--- src/rtl/byte_stream_assembler_pkg.sv ---
// Shared defaults and derived widths for the byte-serial operand assembler.
package byte_stream_pkg;

  localparam int unsigned DEF_BUS_W   = 8;
  localparam int unsigned DEF_NBEATS  = 3;
  localparam int unsigned DEF_X_BEATS = 2;

  localparam int unsigned WORD_W = DEF_NBEATS * DEF_BUS_W;
  localparam int unsigned CNT_W  = $clog2(DEF_NBEATS);

endpackage

--- src/rtl/byte_stream_assembler_if.sv ---
// Beat input handshake and X/Y word output handshake of the assembler.
interface byte_stream_assembler_if #(
  parameter int unsigned BUS_W   = 8,
  parameter int unsigned NBEATS  = 3,
  parameter int unsigned X_BEATS = 2
);

  logic                                in_valid;
  logic                                in_ready;
  logic [BUS_W-1:0]                    bus;
  logic                                out_valid;
  logic                                out_ready;
  logic [X_BEATS*BUS_W-1:0]            x;
  logic [(NBEATS-X_BEATS)*BUS_W-1:0]   y;

  modport master (
    output in_valid, bus, out_ready,
    input  in_ready, out_valid, x, y
  );

  modport slave (
    input  in_valid, bus, out_ready,
    output in_ready, out_valid, x, y
  );

endinterface

--- src/rtl/byte_stream_assembler_beat_counter.sv ---
// Modulo-N beat counter with synchronous clear and terminal-count flag.
module beat_counter #(
  parameter int unsigned N = 3,
  parameter int unsigned W = 2
) (
  input  logic         clk,
  input  logic         rst,
  input  logic         clr,
  input  logic         inc,
  output logic [W-1:0] cnt,
  output logic         tc
);

  localparam logic [W-1:0] LAST = W'(N - 1);

  assign tc = (cnt == LAST);

  always_ff @(posedge clk or posedge rst) begin
    if (rst) begin
      cnt <= '0;
    end else if (clr) begin
      cnt <= '0;
    end else if (inc) begin
      cnt <= tc ? '0 : cnt + W'(1);
    end
  end

endmodule

--- src/rtl/byte_stream_assembler.sv ---
// Packs NBEATS bus beats into one word and presents it as X/Y operand fields
// from a holding register, so the next word can fill while the current waits.
module byte_stream_assembler
  import byte_stream_pkg::*;
#(
  parameter int unsigned BUS_W     = DEF_BUS_W,
  parameter int unsigned NBEATS    = DEF_NBEATS,
  parameter int unsigned X_BEATS   = DEF_X_BEATS,
  parameter bit          MSB_FIRST = 1'b0
) (
  input  logic                        clk,
  input  logic                        rst,
  input  logic                        clr,
  byte_stream_assembler_if.slave      io,
  output logic [$clog2(NBEATS)-1:0]   beat_cnt
);

  localparam int unsigned W  = NBEATS * BUS_W;
  localparam int unsigned XW = X_BEATS * BUS_W;
  localparam int unsigned CW = $clog2(NBEATS);

  if (NBEATS < 2 || X_BEATS < 1 || X_BEATS >= NBEATS) begin : g_bad_params
    $error("byte_stream_assembler: illegal NBEATS/X_BEATS combination");
  end

  logic [W-1:0] sr;
  logic [W-1:0] hold;
  logic [W-1:0] shifted;
  logic         valid_q;
  logic         tc;
  logic         accept;
  logic         take;

  if (MSB_FIRST) begin : g_msb_first
    assign shifted = {sr[W-BUS_W-1:0], io.bus};
  end else begin : g_lsb_first
    assign shifted = {io.bus, sr[W-1:BUS_W]};
  end

  // clr forces ready so a beat offered during a flush is consumed and dropped
  // rather than left stalled on the bus.
  assign io.in_ready  = clr | ~(tc & valid_q & ~io.out_ready);
  assign accept       = io.in_valid & io.in_ready & ~clr;
  assign take         = valid_q & io.out_ready;

  assign io.out_valid = valid_q;
  assign io.x         = hold[XW-1:0];
  assign io.y         = hold[W-1:XW];

  beat_counter #(
    .N (NBEATS),
    .W (CW)
  ) u_beat_counter (
    .clk (clk),
    .rst (rst),
    .clr (clr),
    .inc (accept),
    .cnt (beat_cnt),
    .tc  (tc)
  );

  always_ff @(posedge clk or posedge rst) begin
    if (rst) begin
      sr      <= '0;
      hold    <= '0;
      valid_q <= 1'b0;
    end else if (clr) begin
      sr      <= '0;
      valid_q <= 1'b0;
    end else begin
      if (accept && tc) begin
        hold    <= shifted;
        sr      <= '0;
        valid_q <= 1'b1;
      end else begin
        if (accept) begin
          sr <= shifted;
        end
        if (take) begin
          valid_q <= 1'b0;
        end
      end
    end
  end

endmodule

--- src/flat_wrapper.sv ---
// flat-port wrapper written by rule: the top's interface ports become plain ports
module byte_stream_assembler_flat import byte_stream_pkg::*;
#(
  parameter int unsigned BUS_W     = DEF_BUS_W,
  parameter int unsigned NBEATS    = DEF_NBEATS,
  parameter int unsigned X_BEATS   = DEF_X_BEATS,
  parameter bit          MSB_FIRST = 1'b0
)
  (clk, rst, clr, beat_cnt, io_in_valid, io_bus, io_out_ready, io_in_ready, io_out_valid, io_x, io_y);
  byte_stream_assembler_if #(.BUS_W(BUS_W), .NBEATS(NBEATS), .X_BEATS(X_BEATS)) io_i ();
  input  logic clk;
  input  logic rst;
  input  logic clr;
  output logic [$clog2(NBEATS)-1:0] beat_cnt;
  input wire logic [$bits(io_i.in_valid)-1:0] io_in_valid;
  input wire logic [$bits(io_i.bus)-1:0] io_bus;
  input wire logic [$bits(io_i.out_ready)-1:0] io_out_ready;
  output wire logic [$bits(io_i.in_ready)-1:0] io_in_ready;
  output wire logic [$bits(io_i.out_valid)-1:0] io_out_valid;
  output wire logic [$bits(io_i.x)-1:0] io_x;
  output wire logic [$bits(io_i.y)-1:0] io_y;
  assign io_i.in_valid = io_in_valid;
  assign io_i.bus = io_bus;
  assign io_i.out_ready = io_out_ready;
  assign io_in_ready = io_i.in_ready;
  assign io_out_valid = io_i.out_valid;
  assign io_x = io_i.x;
  assign io_y = io_i.y;
  byte_stream_assembler #(.BUS_W(BUS_W), .NBEATS(NBEATS), .X_BEATS(X_BEATS), .MSB_FIRST(MSB_FIRST)) u_core (.clk(clk), .rst(rst), .clr(clr), .io(io_i), .beat_cnt(beat_cnt));
endmodule
--- config.mk ---
export PLATFORM = sky130hd
export DESIGN_NAME = byte_stream_assembler_flat
export DESIGN_NICKNAME = d
export VERILOG_FILES = /design/src/rtl/byte_stream_assembler_pkg.sv /design/src/rtl/byte_stream_assembler_if.sv /design/src/rtl/byte_stream_assembler_beat_counter.sv /design/src/rtl/byte_stream_assembler.sv /design/src/flat_wrapper.sv
export SDC_FILE = /design/constraint.sdc
export NUM_CORES = 1
export LEC_CHECK = 0
export CORE_UTILIZATION = 40
export DETAILED_ROUTE_END_ITERATION = 7
export PLACE_DENSITY_LB_ADDON = 0.15
export SLEW_MARGIN = 20
export SYNTH_ARGS = -nofsm -noshare
export SYNTH_HDL_FRONTEND = slang
export SYNTH_SLANG_ARGS = --single-unit
export TNS_END_PERCENT = 5
--- constraint.sdc ---
create_clock -name clk -period 2.4 [get_ports clk]
set_clock_uncertainty 0.2 [all_clocks]
set_input_delay 0.48 -clock clk [delete_from_list [all_inputs] [get_ports clk]]
set_output_delay 0.48 -clock clk [all_outputs]
set_load 0.1 [all_outputs]
==> flow_metrics.tcl, run 1 <==
set metrics [dict create \
    cts_setup_buffers 0 \
    drive_above_1_share_pct 46.36 \
    insertion_delay_ns 0.29 \
    synthCells 104 \
    leakage_nw 1.108 \
    period_minus_slack_ns 2.171 \
    synth_edf_count 0 \
    netlist_top_cells_count "43 x dfrtp_1, 23 x mux2_2, 16 x a22o_1" \
    rsz0062_at_grt "no" \
    cp.arrival_ns 1.49 \
    maxSlewHeadroom_pct 49.74 \
    core_mm2 0.003799 \
    hold_path.class "in -> async" \
    r2r_end "u_core.hold[6]" \
    power.total_mw 2.027 \
    cts_tree "yes" \
    ant_nets 0 \
    grt_pass1_wl_um 5209 \
    synth_area_leaders "dfrtp_1 65%, mux2_2 16%, a22o_1 8.5%, buf_6 2.0%, nand4b_4 1.4%" \
    hold_viol_final 0 \
    rows 22 \
    grt_pass1_vias 1061 \
    yosysWarnings 0 \
    areaGrowthSynthToFinish_pct 30.83 \
    syn_avg_cell_area_um2 15.88 \
    gp_congestion 0.6880 \
    nets 163 \
    criticalPathCategory "in -> out" \
    end_kind "output pin" \
    rr_startpoint "u_core.u_beat_counter.cnt[0]" \
    setup-tns-final_ns 0 \
    yosysUniqueCellTypes 20 \
    cts_max_level 2 \
    async_reset_ff_share_pct 100.0 \
    synth_most_common_cell "dfrtp_1" \
    cp_max_fo 3 \
    antenna_found_initial 0 \
    reg2reg_slack_ns 0.53 \
    ys_ff_latch 43 \
    setup_viol 0 \
    max-clock-path-buffers 2 \
    routedWlPerCell_um 15.27 \
    cp.required_ns 1.72 \
    synth_top_area_share_pct 65.15 \
    ctsResizeCount 0 \
    maxCapViolCount 0 \
    netlist.top_cell.by_area "dfrtp_1" \
    seq_area_frac_synth_pct 65.15 \
    r2r_cells 3 \
    antenna_cells 0 \
    viasPerCell 5.101 \
    whs_ns 0.2573 \
    ys.flop_type "dfrtp_1" \
    drc 0 \
    grt_max_degree 26 \
    fp.dieArea_mm2 0.004390 \
    cts-buffers-inserted 5 \
    max_freq_mhz 460.6 \
    vias 1015 \
    synth_nets 117 \
    die_w_um 66.26 \
    status "completed" \
    cts_sinks 43 \
    clock-root-buffer "clkbuf_8" \
    clk_pin_slew_worst_paths_ns 0.07 \
    portBuffers 40 \
    place_area_mm2 0.002043 \
    gr-total-overflow 0 \
    dp_hpwl_um 2173 \
    stdcell_area_mm2 0.002161 \
    die_height_um 66.26 \
    synth_area_mm2 0.001652 \
    vdd_ir_drop_max_v 0.0005850 \
    cts_hold_repair.buffers 0 \
    worstMarginPinSlew_ns 0.7539 \
    period_share_pct 90.46 \
    critical_path.startpoint_type "primary input" \
    slew_violations 0 \
    routed_wl_um 3038 \
    nFillCells 319 \
    drt_first_pass_iters 4 \
    power_density_mw_per_mm2 938.0 \
    fin_cells 199 \
    initial_core_util_pct 43.48 \
    io_pins 41 \
    grt_usage_pct 16.64 \
    place_inst 191 \
    drt_iter0_markers 39 \
]
-- where the power goes --
| group | internal (mW) | switching (mW) |
|---|---|---|
| Clock | 0.336 | 0.233 |
| Combinational | 0.143 | 0.483 |
| Sequential | 0.791 | 0.0404 |
-- cells in the final DEF, fill, tap and decap left out, types with 2 or more instances in the layout --
master and instances:
dfrtp_1 41, clkbuf_8 6, dfrtp_2 2, buf_4 30
clkdlybuf4s50_1 12, nor2_1 2, mux2_2 23, a22o_1 16
-- metrics by stage --
step	setup WS, ns	util, %
detailed placement	0.04857	53.79
finish	0.2290	56.88
CTS	0.2280	56.88
global route	0.1690	56.88
global placement	0.1061	53.79
floorplan	0.1089	-
-- per-layer routing --
metal,share of wire (%),GRT usage [%],vias up
met5,0,0,-
met4,2.4,9.574,0
met3,5.0,4.138,7
met2,47,26.02,30
met1,46,20.83,506
li1,-,-,472
-- registers in the layout (all words and copies together) (netlist names) --
register,cells
u_core.hold,24
u_core.sr,16
u_core.u_beat_counter.cnt,2
u_core.io.out_valid,1
-- critical path: stages --
cell and delay (ns):
clkdlybuf4s50_1 0.42, nand2b_1 0.21, nor2_1 0.13, nand2_2 0.08, buf_12 0.17
-- cell type report --
class                   count  area (um2)  area share (%)
repair buffers             43       365.4           16.91
flip-flops and latches     43        1079           49.91
inverters                   2       7.507          0.3474
clock buffers               6       82.58           3.822
well taps                  48       60.06           2.779
multi-input cells          55       531.8           24.61
clock inverters             2       35.03           1.621
-- cells by family (layout without fill, tap and decap cells) --
| family | after synthesis | in the layout | share of synthesized area [%] |
|---|---|---|---|
| AO/OA/AOI/OAI | 20 | 20 | 9.999 |
| flip-flops | 43 | 43 | 65.15 |
| AND/OR/NAND/NOR | 11 | 11 | 5.455 |
| buffers and inverters | 6 | 53 | 2.803 |
| multiplexers | 24 | 24 | 16.59 |
-- how the worst max path moves through the flow --
stage / start / end / slack, ns / cells after the start
after CTS: io_out_ready / io_in_ready / 0.23 / 5
after detailed placement: io_out_ready / u_core.hold[0] / 0.05 / 4
after global routing: io_out_ready / io_in_ready / 0.17 / 5
after global placement: io_out_ready / u_core.hold[6] / 0.11 / 4
final: io_out_ready / io_in_ready / 0.23 / 5
after floorplan: u_core.u_beat_counter.cnt[1] / io_in_ready / 0.11 / 2
Power figures use the tool's default switching activity.
==> inputs of run 2 (changes only) <==
CAP_MARGIN = 20   (was not set)
==> results of run 2 <==
No change in the layout: final DEF, timing and power equal those of run 1.
==> edit, RTL diff (flow settings as in run 2) <==
The package constant `DEF_BUS_W` goes from 8 to 9.
--- a/src/rtl/byte_stream_assembler_pkg.sv
+++ b/src/rtl/byte_stream_assembler_pkg.sv
@@ -3,3 +3,3 @@
 
-  localparam int unsigned DEF_BUS_W   = 8;
+  localparam int unsigned DEF_BUS_W   = 9;
   localparam int unsigned DEF_NBEATS  = 3;
Ports: changed (resized io_bus, io_x and io_y); port bits go from 41 to 45. No check against the original RTL was run, so the function may have changed too.
==> edit against run 2 <==
  * Sequential cell count up 5
  * Utilization down 1.6 points
  * The run now ends with design-rule violations left
  * Routed wire length up 13%
  * Cell area up 14%
  * Power up 9.9%
  * Count of clock-buffer cells in the layout unchanged
  * Area after synthesis up 15%
  * Fmax down 0.62%
  * Worst setup slack worse by 14 ps
==> edit: results (changes against run 2) <==
metric,value,unit,change
grt_max_degree,31,,+19%
viasPerCell,5.08,,-0.44%
dp_hpwl,2340,um,+7.8%
dp_slack,-2.32,ps,-50.9 ps
synthTopCellsByCount,"dfrtp_1, mux2_4, a22o_1, mux2_2, buf_6",,
gp_congestion,0.718,,+4.3%
met1_usage,20.7,%,-0.13 points
seq_area_frac_synth,63.4,%,-1.8 points
grt.total_usage,14.6,%,-2.1 points
use_met3,3.42,%,-0.72 points
layout-drive-gt1-share,44.0,%,-2.4 points
internal_power,1380,uW,+8.7%
p_clk,564,uW,-0.9%
grt_pass1_vias,1114,,+5.0%
route.top_layer_used,met4,,
layout.nets,179,,+9.8%
outcome,finished with violations,,
use_met2,21.6,%,-4.4 points
top_regs,"u_core.hold x27, u_core.sr x18, u_core.u_beat_counter.cnt x2",,
clk_path_buf_depth,2,,unchanged
comb_power_share,32.9,%,+2.0 points
tightest_slew,839,ps,+85.3 ps
cellLeakagePower,0.00129,uW,+16%
drc,2,,+2
hold_class,input pin to asynchronous set/reset pin,,
slowest_stage,clkdlybuf4s50_1,,
postCtsResizedCells,0,,unchanged
htree_levels,2,,unchanged
critPathMaxFanout,7,,+4
yosys.cell_types.count,22,,+10%
crit_path_max_incr_delay,650,ps,+230 ps
io_buffers,44,,+10%
drtIter0Drc,60,,+54%
met2_length,1540,um,+8.2%
clk_latency,290,ps,about the same
power_density,907,mW/mm^2,-3.3%
grt_pass1_wl,5530,um,+6.1%
irDropWorstVdd,0.570,mV,-2.6%
wl_met1,1720,um,+24%
wl_per_cell,15.7,um,+2.7%
place_area,0.00235,mm^2,+15%
post-cts-setup-buffer-count,0,,unchanged
route.met3.wl,131,um,-14%
drtPass1Iterations,5,,+1
yosys-top-cells-area,"dfrtp_1, mux2_4, a22o_1",,
arrival,1500,ps,
syn-num-nets,130,,+11%
crit_family,buffers and inverters,,
violations,design-rule violations,,
fillers,366,,+15%
synth_flop_cell,dfrtp_1,,
## edit: cell count changes after synthesis, moves of 2 or more
cell / run 2 / this run
dfrtp_1: 43 / 48
mux2_1: 0 / 2
mux2_4: 1 / 19
a22o_1: 16 / 18
mux2_2: 23 / 6
## edit: cells by family (layout without fill, tap and decap cells)
| group | Yosys count | in the layout | synth area share, % |
|---|---|---|---|
| multiplexers | 27 | 27 | 19.8 |
| buffers and inverters | 8 | 58 | 2.90 |
| AO/OA/AOI/OAI | 22 | 22 | 9.64 |
| flip-flops | 48 | 48 | 63.4 |
| AND/OR/NAND/NOR | 11 | 11 | 4.29 |
## edit: final timing paths
kind	startpoint	end	slack [ps]	cells after the start
min in group clk	u_core.hold[9]$_DFFE_PP0P_	u_core.hold[9]$_DFFE_PP0P_	300	1
max	clr	io_in_ready	220	4
min reg2reg	u_core.hold[9]$_DFFE_PP0P_	u_core.hold[9]$_DFFE_PP0P_	300	1
max reg2reg	u_core.u_beat_counter.cnt[0]$_DFFE_PP0P_	u_core.sr[17]$_DFFE_PP0P_	490	3
min	rst	u_core.hold[15]$_DFFE_PP0P_	300	2
max in group asynchronous	rst	u_core.u_beat_counter.cnt[0]$_DFFE_PP0P_	1210	3
## edit: cell type report
| cell class | count | area share [%] |
|---|---|---|
| Timing Repair Buffer | 48 | 17.5 |
| Clock buffer | 6 | 2.96 |
| Clock inverter | 2 | 1.43 |
| Inverter | 2 | 0.306 |
| Multi-Input combinational cell | 60 | 26.1 |
| Sequential cell | 48 | 49.0 |
| Tap cell | 52 | 2.65 |
## edit: metrics by stage
step | instances | utilization (%)
after detailed placement | 210 | 52.8
after floorplan | 116 | -
after CTS | 218 | 55.2
final | 218 | 55.2
after global placement | 210 | 52.8
after global routing | 218 | 55.2
